## src/rtl/dft_bin_sched.sv

```systemverilog
// rtl/dft_bin_sched.sv - round-robin scheduler sharing one single-bin DFT engine over a bin table
// Optional DFT_SCHED_MAG_EN adds r_mag = r_re^2 + r_im^2 through a 2-cycle pipeline.
module dft_bin_sched #(
  parameter int N        = 1024,
  parameter int NUM_BINS = 4,
  parameter int KW       = 10,
  parameter int DW       = 16,
  parameter int RW       = 40,
  parameter int TMO      = 64
) (
  input  logic                        clk,
  input  logic                        rstn,
  input  logic                        en,
  input  logic                        cfg_we,
  input  logic [$clog2(NUM_BINS)-1:0] cfg_addr,
  input  logic [KW-1:0]               cfg_k,
  input  logic                        s_valid,
  output logic                        s_ready,
  input  logic signed [DW-1:0]        s_data,
  output logic                        eng_clr,
  output logic [KW-1:0]               eng_k,
  output logic                        eng_valid,
  output logic [DW-1:0]               eng_x,
  input  logic                        eng_done,
  input  logic signed [RW-1:0]        eng_re,
  input  logic signed [RW-1:0]        eng_im,
  output logic                        r_valid,
  input  logic                        r_ready,
  output logic [KW-1:0]               r_bin,
  output logic signed [RW-1:0]        r_re,
  output logic signed [RW-1:0]        r_im,
`ifdef DFT_SCHED_MAG_EN
  output logic [2*RW:0]               r_mag,
`endif
  output logic                        busy,
  output logic                        err
);

  localparam int AW = $clog2(NUM_BINS);
  localparam int CW = $clog2(N);
  localparam int TW = $clog2(TMO + 1);

  typedef enum logic [2:0] {ST_IDLE, ST_START, ST_FEED, ST_WAIT, ST_OUT} state_t;

  state_t                state_q;
  logic [KW-1:0]         tbl_q [NUM_BINS];
  logic [AW-1:0]         idx_q;
  logic [AW-1:0]         idx_d;
  logic [CW-1:0]         cnt_q;
  logic [TW-1:0]         tmo_q;
  logic                  s_ready_q, eng_clr_q, eng_valid_q, r_valid_q, busy_q, err_q;
  logic [KW-1:0]         eng_k_q, r_bin_q;
  logic [DW-1:0]         eng_x_q;
  logic signed [RW-1:0]  r_re_q, r_im_q;
  logic signed [RW-1:0]  cap_re, cap_im;
  logic                  tmo_hit, wait_hit;

  assign idx_d   = idx_q + 1'b1;
  assign tmo_hit = (tmo_q == TW'(TMO - 1));
  // A timeout captures zeros through the same path as a real result.
  assign cap_re  = eng_done ? eng_re : '0;
  assign cap_im  = eng_done ? eng_im : '0;

`ifdef DFT_SCHED_MAG_EN
  logic cap_q;
  assign wait_hit = (state_q == ST_WAIT) && !cap_q && (eng_done || tmo_hit);
`else
  assign wait_hit = (state_q == ST_WAIT) && (eng_done || tmo_hit);
`endif

  always_ff @(posedge clk or negedge rstn) begin
    if (!rstn) begin
      for (int i = 0; i < NUM_BINS; i++) tbl_q[i] <= KW'(i + 1);
    end else if (cfg_we) begin
      tbl_q[cfg_addr] <= cfg_k;
    end
  end

  always_ff @(posedge clk or negedge rstn) begin
    if (!rstn) begin
      state_q     <= ST_IDLE;
      idx_q       <= '0;
      cnt_q       <= '0;
      tmo_q       <= '0;
      s_ready_q   <= 1'b0;
      eng_clr_q   <= 1'b0;
      eng_valid_q <= 1'b0;
      r_valid_q   <= 1'b0;
      busy_q      <= 1'b0;
      err_q       <= 1'b0;
      eng_k_q     <= '0;
      eng_x_q     <= '0;
      r_bin_q     <= '0;
      r_re_q      <= '0;
      r_im_q      <= '0;
`ifdef DFT_SCHED_MAG_EN
      cap_q       <= 1'b0;
`endif
    end else begin
      eng_valid_q <= 1'b0;
      eng_clr_q   <= 1'b0;
      unique case (state_q)
        ST_IDLE: begin
          if (en) begin
            state_q   <= ST_START;
            busy_q    <= 1'b1;
            eng_clr_q <= 1'b1;
            eng_k_q   <= tbl_q[idx_q];
          end
        end
        ST_START: begin
          state_q   <= ST_FEED;
          cnt_q     <= '0;
          s_ready_q <= 1'b1;
        end
        ST_FEED: begin
          if (s_valid) begin
            eng_valid_q <= 1'b1;
            eng_x_q     <= s_data;
            cnt_q       <= cnt_q + 1'b1;
            if (cnt_q == CW'(N - 1)) begin
              s_ready_q <= 1'b0;
              tmo_q     <= '0;
              state_q   <= ST_WAIT;
            end
          end
        end
        ST_WAIT: begin
`ifdef DFT_SCHED_MAG_EN
          if (cap_q) begin
            cap_q     <= 1'b0;
            r_valid_q <= 1'b1;
            state_q   <= ST_OUT;
          end else
`endif
          if (wait_hit) begin
            r_bin_q <= eng_k_q;
            r_re_q  <= cap_re;
            r_im_q  <= cap_im;
            if (!eng_done) err_q <= 1'b1;
`ifdef DFT_SCHED_MAG_EN
            cap_q     <= 1'b1;
`else
            r_valid_q <= 1'b1;
            state_q   <= ST_OUT;
`endif
          end else begin
            tmo_q <= tmo_q + 1'b1;
          end
        end
        ST_OUT: begin
          if (r_ready) begin
            r_valid_q <= 1'b0;
            idx_q     <= idx_d;
            if (en) begin
              state_q   <= ST_START;
              eng_clr_q <= 1'b1;
              eng_k_q   <= tbl_q[idx_d];
            end else begin
              state_q <= ST_IDLE;
              busy_q  <= 1'b0;
            end
          end
        end
        default: begin
          state_q <= ST_IDLE;
          busy_q  <= 1'b0;
        end
      endcase
    end
  end

`ifdef DFT_SCHED_MAG_EN
  localparam int PW = 2 * RW;
  logic [PW-1:0] sq_re_q, sq_im_q;
  logic [PW:0]   r_mag_q;

  // Squares load with the capture; the sum settles one cycle later, as OUT begins.
  always_ff @(posedge clk or negedge rstn) begin
    if (!rstn) begin
      sq_re_q <= '0;
      sq_im_q <= '0;
      r_mag_q <= '0;
    end else begin
      if (wait_hit) begin
        sq_re_q <= PW'(cap_re) * PW'(cap_re);
        sq_im_q <= PW'(cap_im) * PW'(cap_im);
      end
      r_mag_q <= {1'b0, sq_re_q} + {1'b0, sq_im_q};
    end
  end

  assign r_mag = r_mag_q;
`endif

  assign s_ready   = s_ready_q;
  assign eng_clr   = eng_clr_q;
  assign eng_k     = eng_k_q;
  assign eng_valid = eng_valid_q;
  assign eng_x     = eng_x_q;
  assign r_valid   = r_valid_q;
  assign r_bin     = r_bin_q;
  assign r_re      = r_re_q;
  assign r_im      = r_im_q;
  assign busy      = busy_q;
  assign err       = err_q;

endmodule

```

## config.mk

```make
export PLATFORM = sky130hd
export DESIGN_NAME = dft_bin_sched
export DESIGN_NICKNAME = d
export VERILOG_FILES = /design/src/rtl/dft_bin_sched.sv
export SDC_FILE = /design/constraint.sdc
export NUM_CORES = 1
export LEC_CHECK = 0
export ABC_AREA = 1
export BUFFER_PORTS_ARGS = -buffer_cell sky130_fd_sc_hd__buf_2
export CORE_UTILIZATION = 45
export DETAILED_ROUTE_END_ITERATION = 8
export PLACE_DENSITY_LB_ADDON = 0.05
export SYNTH_ARGS = -nofsm -noshare
export SYNTH_HDL_FRONTEND = slang
export SYNTH_SLANG_ARGS = --single-unit
```

## constraint.sdc

```tcl
create_clock -name clk -period 1.8 [get_ports clk]
set_input_delay 0.27 -clock clk [delete_from_list [all_inputs] [get_ports clk]]
set_output_delay 0.27 -clock clk [all_outputs]
set_load 0.005 [all_outputs]
```

==> metrics <==
normalized max-slew margin 0.648; Root Buffer clkbuf_16; DRT Pass-1 Iters 5; Worst Hold Slack 32.4 ps; FF-to-FF path depth 6; Mapped Cells 995; Worst VDD drop 666 uV; final cell area excluding filler cells 10200 um2; number of flops mapped to enable cells by yosys 0; FMAX 0.647 GHz; distinct cell type count after synthesis 29; worst-margin pin slew 527 ps; Area contributors post-synth dfrtp_1 55%, nand2_1 19%, nand3_1 8.9%; via count 7208; Skew-Pair Late Insertion Delay 430 ps; share of post-route cells with drive strength above 1 0.251; Worst Skew 11.6 ps; Top Ports 237; Post-Layout Cell Count 1465; Critical Path Sink Type register; synthesized area per cell 8.15 um2; final wirelength 21400 um; core area 17400 um2; Initial Utilization 0.465; post-DR vias/cell 4.92; list of most frequent post-synthesis cells 402 x nand2_1, 179 x dfrtp_1, 144 x nand3_1; placed cell count 1432; max-slew violation count 0; Setup Fix Bufs, Post-CTS 0; GP Congestion 0.812; first-iteration detailed-routing DRC count 404; site row count 48; r2r setup slk 250 ps; Synthesis Warnings 0; Final Hold Vio Count 0; die footprint 18600 um2; register bit total from synthesis 184; Yosys top cell by area dfrtp_1; Seq/Total Area, Yosys 0.569; clock buffer depth 2; Port Buffers 236; placed cell area 9650 um2; FF-to-FF Start state_q[2]; asr flop ratio synth 1.00; Pleak 5.71 nW; Setup CP Type register to register; H-Tree Depth 4; top-count cell post-synth nand2_1; WL/cell 14.6 um; Fin Setup TNS 0 ps; # setup viols final 0; RSZ-0062 raised after global routing false; Area Overhead vs Synth 26.1%; global-route wire length before repair 33300 um; Final period util 0.859; fill cell count 1662; GRT Overall Usage 0.232; crit-path max FO 10; remaining global-route overflow 0; largest net degree at the start of global routing 82; total CTS buffers 17; maxcap violations 0; CP Data Arrival Time 1850 ps; status finished, final reports clean; startpoint types register; post-layout min period 1550 ps; CTS sink cnt 184; Die H 136 um; Synth Flop Type dfrtp_1; post-detail-place hpwl 15100 um; pwr/cell area 1530 nW/um2; Final Power 15.7 mW; Die X 136 um; CTS tree built; Crit. Startpoint state_q[2]; initial antenna violation count 0; Layout Nets 1344; hold depth 3; HP Start s_data[13]; Detail Route Antenna Nets 0; CP required 2100 ps; number of global-route vias before repair 6453; Diodes inserted 0; Synthesized Nets 1112; top cell type's share of synthesized area 0.553; Tightest Hold Check Type primary input to register; clock-pin slew on the worst setup and hold paths 70 ps; DRC viols 0; Post-Syn Area 8110 um2
==> worst paths after layout <==
check | to
max | tmo_q[0]
min in group asynchronous | eng_x[14]
max in group asynchronous | r_re[28]
min reg2reg | r_re[15]
min | eng_x[13]
max reg2reg | tmo_q[0]
==> state kept, by name, indices dropped and copies added, names as in the netlist <==
name,cells
eng_k,10
idx_q,2
state_q,3
err,1
tbl_q,40
r_im,40
s_ready,1
busy,1
r_re,40
eng_x,16
tmo_q,7
r_valid,1
eng_valid,1
r_bin,10
eng_clr,1
cnt_q,10
==> kinds of logic after synthesis <==
group                    after synthesis  synth area share
buffers and inverters                106            0.0546
AO/OA/AOI/OAI                         95            0.0616
adder cells (fa/ha/maj)                2           0.00309
flip-flops                           184             0.569
XOR/XNOR                               2           0.00216
AND/OR/NAND/NOR                      606             0.310
==> per-stage QoR <==
stage,util,setup WS (ps)
3_3_place_gp,0.554,222
5_1_grt,0.587,99.2
6_report,0.587,254
2_1_floorplan,-,298
4_1_cts,0.587,244
3_5_place_dp,0.554,232
==> per-layer routing <==
layer / routed length (um) / global-route usage / part of all wire
met1: 9640 / 0.316 / 0.45
met3: 1260 / 0.0447 / 0.059
met2: 10100 / 0.369 / 0.47
met5: 0 / 0 / 0
met4: 435 / 0.0852 / 0.020
==> worst max-delay path, cell delays in order, from the launching register on <==
cell	delay, ps
dfrtp_1	410
inv_2	90
nand3_1	170
inv_2	190
nand3_2	220
nand2_1	250
o21ai_0	100
==> cells in the final DEF, fill, tap and decap left out, drive strengths merged <==
cell type	count
a21oi	14
and3	1
buf	265
bufinv	1
clkbuf	20
clkinv	7
clkinvlp	3
dfrtp	179
dfstp	5
dlygate4sd3	1
ha	2
inv	54
nand2	405
nand3	145
nand3b	1
nand4	8
nor2	44
nor3	2
o211ai	5
o21ai	73
o21bai	3
xor2	2
==> final cells by class <==
type,instances,area (um2),area share
Clock buffer,19,443,0.0433
Clock inverter,13,120,0.0118
Inverter,52,195,0.0191
Multi-Input combinational cell,705,3060,0.299
Sequential cell,184,4610,0.451
Tap cell,225,282,0.0275
Timing Repair Buffer,267,1510,0.148
==> repair_timing <==
| action | in CTS | in global routing |
|---|---|---|
| hold buffers | 1 | 0 |
| gates resized for setup | 0 | 0 |
| endpoints found under the hold margin | 44 | 0 |
==> where the power goes <==
part / internal, mW / total (mW) / leakage, nW / switching, mW
Clock: 1.96 / 3.58 / 0.271 / 1.63
Sequential: 5.62 / 6.48 / 2.32 / 0.859
Combinational: 2.27 / 5.62 / 3.12 / 3.34
Total: 9.85 / 15.7 / 5.71 / 5.83
(Power assumes the default switching activity.)
